$ cat config.mk
export PLATFORM = sky130hd
export DESIGN_NAME = tg_mux2_sequencer
export DESIGN_NICKNAME = d
export VERILOG_FILES = /design/src/rtl/tg_mux_seq_pkg.sv /design/src/rtl/tg_mux_seq_slot.sv /design/src/rtl/tg_mux2_sequencer.sv
export SDC_FILE = /design/constraint.sdc
export NUM_CORES = 1
export LEC_CHECK = 0
export CORE_MARGIN = 2
export CORE_UTILIZATION = 50
export DETAILED_ROUTE_END_ITERATION = 10
export DONT_BUFFER_PORTS = 1
export GPL_ROUTABILITY_DRIVEN = 0
export PLACE_DENSITY = 0.74
export SETUP_SLACK_MARGIN = 0.05
export SLEW_MARGIN = 25
export SYNTH_ARGS = -nofsm -noshare
export SYNTH_HDL_FRONTEND = slang
export SYNTH_SLANG_ARGS = --single-unit
export TNS_END_PERCENT = 10
$ cat constraint.sdc
create_clock -name clk -period 4 [get_ports clk]
set_clock_uncertainty 0.05 [all_clocks]
set_input_delay 0.6 -clock clk [delete_from_list [all_inputs] [get_ports clk]]
set_output_delay 0.6 -clock clk [all_outputs]
set_load 0.01 [all_outputs]
$ cat src/rtl/tg_mux_seq_pkg.sv
// Shared types and constants for the transmission-gate mux sequencer.
package tg_mux_seq_pkg;

    typedef enum logic [1:0] {
        IDLE    = 2'd0,
        SWITCH  = 2'd1,
        PRESENT = 2'd2
    } state_t;

    localparam logic SRC_A = 1'b0;
    localparam logic SRC_B = 1'b1;

    // Largest legal settle time; sizes the settle counter.
    localparam int SETTLE_MAX = 32'd15;

    // Number of bits needed to hold values 0..max_val.
    function automatic int cnt_width(input int max_val);
        int w;
        w = 32'd1;
        while ((32'd1 << w) <= max_val) begin
            w = w + 32'd1;
        end
        return w;
    endfunction

    localparam int CNT_W = cnt_width(SETTLE_MAX);

endpackage

$ cat src/rtl/tg_mux_seq_slot.sv
// One-entry holding slot for a valid/ready input stream. The stored word is
// frozen while full so the mux data pin stays stable through settle/present.
module tg_mux_seq_slot
    import tg_mux_seq_pkg::*;
#(
    parameter int WIDTH = 1
) (
    input  logic             clk,
    input  logic             rst,
    input  logic             valid,
    input  logic [WIDTH-1:0] data,
    input  logic             clear,
    output logic             ready,
    output logic             full,
    output logic [WIDTH-1:0] q
);

    logic             full_r;
    logic [WIDTH-1:0] data_r;
    logic             load_s;

    assign load_s = valid & ~full_r;
    assign ready  = ~full_r;
    assign full   = full_r;
    assign q      = data_r;

    // Slot register and full flag: load when empty and offered, clear on grant handshake.
    always_ff @(posedge clk) begin
        if (rst) begin
            full_r <= 1'b0;
            data_r <= {WIDTH{1'b0}};
        end else if (load_s) begin
            full_r <= 1'b1;
            data_r <= data;
        end else if (clear) begin
            full_r <= 1'b0;
        end else begin
            full_r <= full_r;
        end
    end

endmodule

$ cat src/rtl/tg_mux2_sequencer.sv
// Sequencer in front of a 2:1 transmission-gate mux: buffers two streams,
// arbitrates round-robin, drives A/B/S and flags Y valid only after S settles.
module tg_mux2_sequencer
    import tg_mux_seq_pkg::*;
#(
    parameter int WIDTH      = 1,
    parameter int SETTLE_CYC = 2
) (
    input  logic             clk,
    input  logic             rst,
    input  logic             a_valid,
    input  logic [WIDTH-1:0] a_data,
    output logic             a_ready,
    input  logic             b_valid,
    input  logic [WIDTH-1:0] b_data,
    output logic             b_ready,
    output logic [WIDTH-1:0] mux_a,
    output logic [WIDTH-1:0] mux_b,
    output logic             mux_s,
    output logic             out_valid,
    output logic             out_src,
    input  logic             out_ready
);

    localparam logic [CNT_W-1:0] SETTLE_M1 = CNT_W'(SETTLE_CYC - 1);
    localparam logic [CNT_W-1:0] CNT_ZERO  = {CNT_W{1'b0}};
    localparam logic [CNT_W-1:0] CNT_ONE   = {{(CNT_W-1){1'b0}}, 1'b1};

    state_t           state_r;
    logic [CNT_W-1:0] cnt_r;
    logic             mux_s_r;
    logic             last_src_r;
    logic             out_valid_r;
    logic             out_src_r;

    logic             a_full_s;
    logic             b_full_s;
    logic             any_full_s;
    logic             cand_s;
    logic             out_fire_s;
    logic             a_clr_s;
    logic             b_clr_s;

    assign out_fire_s = out_valid_r & out_ready;
    assign a_clr_s    = out_fire_s & (mux_s_r == SRC_A);
    assign b_clr_s    = out_fire_s & (mux_s_r == SRC_B);
    assign any_full_s = a_full_s | b_full_s;

    tg_mux_seq_slot #(.WIDTH(WIDTH)) u_slot_a (
        .clk   (clk),
        .rst   (rst),
        .valid (a_valid),
        .data  (a_data),
        .clear (a_clr_s),
        .ready (a_ready),
        .full  (a_full_s),
        .q     (mux_a)
    );

    tg_mux_seq_slot #(.WIDTH(WIDTH)) u_slot_b (
        .clk   (clk),
        .rst   (rst),
        .valid (b_valid),
        .data  (b_data),
        .clear (b_clr_s),
        .ready (b_ready),
        .full  (b_full_s),
        .q     (mux_b)
    );

    // Candidate source: the only full slot, or the one not served last on a tie.
    always_comb begin
        if (a_full_s && b_full_s) begin
            cand_s = ~last_src_r;
        end else if (b_full_s) begin
            cand_s = SRC_B;
        end else begin
            cand_s = SRC_A;
        end
    end

    // Grant FSM with settle counter; S only moves on IDLE->SWITCH.
    always_ff @(posedge clk) begin
        if (rst) begin
            state_r     <= IDLE;
            cnt_r       <= CNT_ZERO;
            mux_s_r     <= SRC_A;
            last_src_r  <= SRC_B;
            out_valid_r <= 1'b0;
            out_src_r   <= SRC_A;
        end else begin
            case (state_r)
                IDLE: begin
                    if (any_full_s) begin
                        if (cand_s == mux_s_r) begin
                            state_r     <= PRESENT;
                            out_valid_r <= 1'b1;
                            out_src_r   <= mux_s_r;
                        end else begin
                            state_r <= SWITCH;
                            mux_s_r <= cand_s;
                            cnt_r   <= SETTLE_M1;
                        end
                    end else begin
                        state_r <= IDLE;
                    end
                end
                SWITCH: begin
                    if (cnt_r == CNT_ZERO) begin
                        state_r     <= PRESENT;
                        out_valid_r <= 1'b1;
                        out_src_r   <= mux_s_r;
                    end else begin
                        cnt_r <= cnt_r - CNT_ONE;
                    end
                end
                PRESENT: begin
                    if (out_ready) begin
                        state_r     <= IDLE;
                        out_valid_r <= 1'b0;
                        last_src_r  <= mux_s_r;
                    end else begin
                        state_r <= PRESENT;
                    end
                end
                default: begin
                    state_r     <= IDLE;
                    out_valid_r <= 1'b0;
                end
            endcase
        end
    end

    assign mux_s     = mux_s_r;
    assign out_valid = out_valid_r;
    assign out_src   = out_src_r;

endmodule

== Yosys cells after proc, flatten, opt, wreduce, memory -nomap -nowiden ==
Index checks and enable logic that the tools add are counted.

* Word-level logic and storage cells: 66
* Output and inout bits: 7
* Input bits: 7
* Flip-flop bits (word level): 14

* Multiplexer cells: 24
* Reductions and logical operators: 11
* $add $sub $neg: 1
* Equal/unequal tests: 9
* Bitwise gates (word level): 11

{| class="wikitable"
|+ Operators with widths
! cell !! number
|-
| $mux W1 || 13
|-
| $mux W4 || 3
|-
| $ne A2 B2 Y1 const B || 6
|-
| $reduce_and A4 Y1 || 3
|-
| $mux W2 || 4
|-
| $pmux W4 S2 || 1
|-
| $pmux W2 S3 || 1
|-
| $reduce_bool A2 Y1 || 3
|-
| $and A1 B1 Y1 || 5
|-
| $not A1 Y1 || 5
|-
| $logic_not A4 Y1 || 1
|-
| $sub A4 B1 Y4 const B || 1
|-
| $pmux W1 S3 || 1
|-
| $reduce_and A3 Y1 || 1
|-
| $eq A2 B1 Y1 const B || 1
|-
| $eq A2 B2 Y1 const B || 1
|-
| $logic_not A2 Y1 || 1
|-
| $pmux W1 S2 || 1
|-
| $reduce_and A2 Y1 || 1
|-
| $eq A1 B1 Y1 || 1
|-
| $logic_and A1 B1 Y1 || 1
|-
| $or A1 B1 Y1 || 1
|}

== Longest topological paths before layout ==
* Depth in word-level cells: 6
* Mapped depth: 6
* Depth with buffers taken out: 6

== Cells and area by module ==
A second synthesis with hierarchy kept.

* Cell total of the unflattened synthesis: 91
* Area total of the unflattened synthesis: 734.5 um2

{| class="wikitable"
|+ By module, submodules not included
! module !! cells an instance !! area an instance (um2) !! sequential area each (um2) !! instances
|-
| tg_mux2_sequencer || 73 || 566.8 || 200.2 || 1
|-
| tg_mux_seq_slot || 9 || 83.8 || 40.0 || 2
|}

== Worst setup path after synthesis ==
Ideal clock, no wire load.

* Kind: reg2reg
* Start: register cnt_r[0]
* End: register out_src_r, in the netlist out_src
* Cell stages (with the launch flop): 7
* Path buffers: 0
* Library setup time: 0.134 ns
* Required time: 3.816 ns
* Arrival: 1.307 ns
* Clock period less this slack: 1.491 ns
* Slack: 2.509 ns
* Path through: dfxtp_1 inv_1 ha_1 or3b_4 a21o_1 o21ai_1 a21oi_1

* Longest elaborated chain between the ends: 3

{| class="wikitable"
|+ Ends and longest elaborated chain
! item !! RTL line !! RTL
|-
| start: declaration || tg_mux2_sequencer.sv:30 || <nowiki>logic [CNT_W-1:0] cnt_r;</nowiki>
|-
| start signal: assignment || tg_mux2_sequencer.sv:114 || <nowiki>cnt_r <= cnt_r - CNT_ONE;</nowiki>
|-
| $logic_not A4 Y1 || tg_mux2_sequencer.sv:109 || <nowiki>if (cnt_r == CNT_ZERO) begin</nowiki>
|-
| $ne A2 B2 Y1 (no line) || - ||
|-
| $reduce_and A4 Y1 (no line) || - ||
|-
| end signal: assignment || tg_mux2_sequencer.sv:98 || <nowiki>out_src_r <= mux_s_r;</nowiki>
|-
| end signal: assignment || tg_mux2_sequencer.sv:112 || <nowiki>out_src_r <= mux_s_r;</nowiki>
|-
| end: declaration || tg_mux2_sequencer.sv:34 || <nowiki>logic out_src_r;</nowiki>
|}

Every way passes these cells.
A chain may end at the register's enable or synchronous reset.

== Final worst setup path ==
Ends and elaborated chain as after synthesis.

==> impl_metrics.ini <==
[logic_synthesis]
synth-warning-count = 0
synth.top_cells.by_area = dfxtp_1 38%, nor2_1 4.6%, a21oi_1 4.1%
async_reset_ff_frac = 0
top_count_cell_post_synth = dfxtp_1
netlist.top_cell.by_area = dfxtp_1
mean_syn_cell_area_sq_um = 8.50
yosysSeqAreaShare = 0.379
edff_count_synth = 0
mappedNetlistNets = 95
synth_cell_types = 35
post-synth-top-area-fraction = 0.379
ys_ff_latch = 14
post_synthesis_instance_area_sq_um = 739
dominantRegCellSynth = dfxtp_1
post_synth_inst_count = 87
synth_commonest_cells = 14 x dfxtp_1, 9 x nor2_1, 6 x a21oi_1

[power]
peakVddDrop_v = 0.000335
p_leak_uw = 0.000285
total_power_uw = 364
power_density_mw_per_mm2 = 469

[setup_path]
cp_slowest_stage_delay_ps = 420
launching_element_type_of_the_critical_path = flip-flop
worst-path-max-fanout = 4
timing.critical_path.cells = inv_1 -> ha_1 -> or3b_4 -> a21oi_2 -> o211ai_1 -> a21oi_1
kind_of_end_point_of_the_critical_path = flip-flop
worstPathArrival_ps = 1770
worst_path_max_delay_cell = or3b_4
criticalPathCategory = flip-flop to flip-flop
cp.required_ps = 4170

[timing]
maxClockFrequency_mhz = 623
tightest_slew_ps = 593
setup_viol = 0
timing.final.crit_share = 0.401
timing_max_transition_violations_final = 0
worst_slew_margin_rel = 0.604
rsz0062_at_grt = false
finalSetupTns_ps = 0
finalHoldViolCount = 0
finalCriticalPeriod_ps = 1600

[floorplan]
fp.dieH_um = 42.5
core_area_sq_mm = 0.00133
dieWidth_um = 42.5
io-pin-count = 14
floorplan.rows = 13
initial_core_util = 0.554
die_area_sq_mm = 0.00180

[detailed_routing]
number_of_nets_still_failing_antenna_checks_after_routing = 0
drcViolationCount = 0
num_vias = 619
detail_route.vias_per_cell = 6.07
finalWirelength_mm = 1.38
wire_per_inst_um = 13.6
drtPass1Iterations = 4
drt_iter0_drc = 9

[clocking]
tritoncts.num_buffers = 3
clock_latency_ps = 270
cts_htree_levels = 1
clock_tree.buffer_depth = 2
tritoncts = done
cts-resized-gates = 0
cts_setup_buffers = 0
clkSinkCount = 14
clk_root_buffer_cell = clkbuf_4
clk_transition_reported_paths_ps = 80
postCtsHoldBufs = 0

[global_routing]
groute.usage.overall = 0.161
number_of_global_route_vias_before_repair = 551
grt_pass1_wl_mm = 2.29
grt_antenna_before_repair = 0
grt_max_degree = 19
grt-ovfl-total = 0

[layout]
antennaDiodeCount = 0
finish.net_count = 96
area_of_all_sequential_standard_cells_sq_um = 280
synthToLayoutAreaGrowth_pct = 4.91
num-fill-cells = 126
layout-drive-gt1-share = 0.161
multi_input_area_sq_um = 418

[hold_path]
path_category_of_the_worst_min_delay_check = primary input to flip-flop

[job]
cap_viol_max_count = 0

[placed_design]
detailed_place_hpwl_mm = 1.00
port-buffer-count = 0

[outcome]
run_status = completed
worst paths after layout:
| check | start | to | slack (ps) | cells past startpoint |
|---|---|---|---|---|
| min reg2reg | cnt_r[1]$_SDFFE_PP0P_ | cnt_r[1]$_SDFFE_PP0P_ | 460 | 2 |
| max | cnt_r[0]$_SDFFE_PP0P_ | out_src$_SDFFE_PP0P_ | 2400 | 6 |
| max reg2reg | cnt_r[0]$_SDFFE_PP0P_ | out_src$_SDFFE_PP0P_ | 2400 | 6 |
| min | rst | state_r[1]$_SDFFE_PP0P_ | 330 | 1 |
state kept, by name (all words and copies together), names as in the netlist:
signal	count
state_r	2
last_src_r	1
u_slot_b.full	1
cnt_r	4
mux_s	1
u_slot_b.q	1
out_valid	1
out_src	1
u_slot_a.q	1
u_slot_a.full	1
cell families after synthesis:
logic type | after synthesis | share of synthesized area
AOI/OAI and AO/OA | 30 | 0.305
adders and majority gates | 1 | 0.0169
buffers and inverters | 10 | 0.0558
DFF | 14 | 0.379
muxes | 2 | 0.0288
and+or+nand+nor | 30 | 0.215
final cells by class:
type | instances | share of cell area
tap | 15 | 0.0242
multi-input combinational | 63 | 0.539
clock buffer | 4 | 0.0468
sequential | 14 | 0.361
inverter | 6 | 0.0290
metrics by stage:
stage	util	hold slack, ps	area, sq um	setup slack [ps]	instances
2_1_floorplan	-	422	739	2510	87
3_3_place_gp	0.554	449	739	2470	98
3_5_place_dp	0.554	436	739	2400	98
4_1_cts	0.582	310	776	2390	102
5_1_grt	0.582	302	776	2210	102
6_report	0.582	328	776	2400	102
cell usage in the layout (no fill, tap or decap), types with 2 or more instances in the layout:
cell,instances
o21ai_1,3
a311oi_1,2
a221oi_2,2
o211ai_1,2
dfxtp_1,14
inv_1,5
nor2_1,9
a21oi_2,2
nand3b_1,2
and2_1,2
nand2_1,5
nor3_1,4
a21o_1,2
a22oi_1,3
nand3_1,2
a21oi_1,6
clkbuf_4,3
o21ai_0,2
power breakdown:
part | switching, uW | internal (uW) | total, uW | leakage (uW)
Clock | 44.1 | 55.4 | 99.5 | 0.0000210
Combinational | 40.1 | 42.2 | 82.3 | 0.000149
Sequential | 28.8 | 153 | 182 | 0.000115
critical path: cells and delay by family (launching register included):
kind,cells,cell delay [ps]
compound gates,3,430
simple gates,1,420
flops,1,330
fa+ha+maj,1,220
buf+inv,1,90
layer usage:
metal	GRT usage	vias to the layer above	part of all wire
li1	-	319	-
met1	0.199	289	0.47
met2	0.274	11	0.48
met3	0.0733	0	0.052
met4	0	0	0
met5	0	-	0
(Power assumes the default switching activity.)
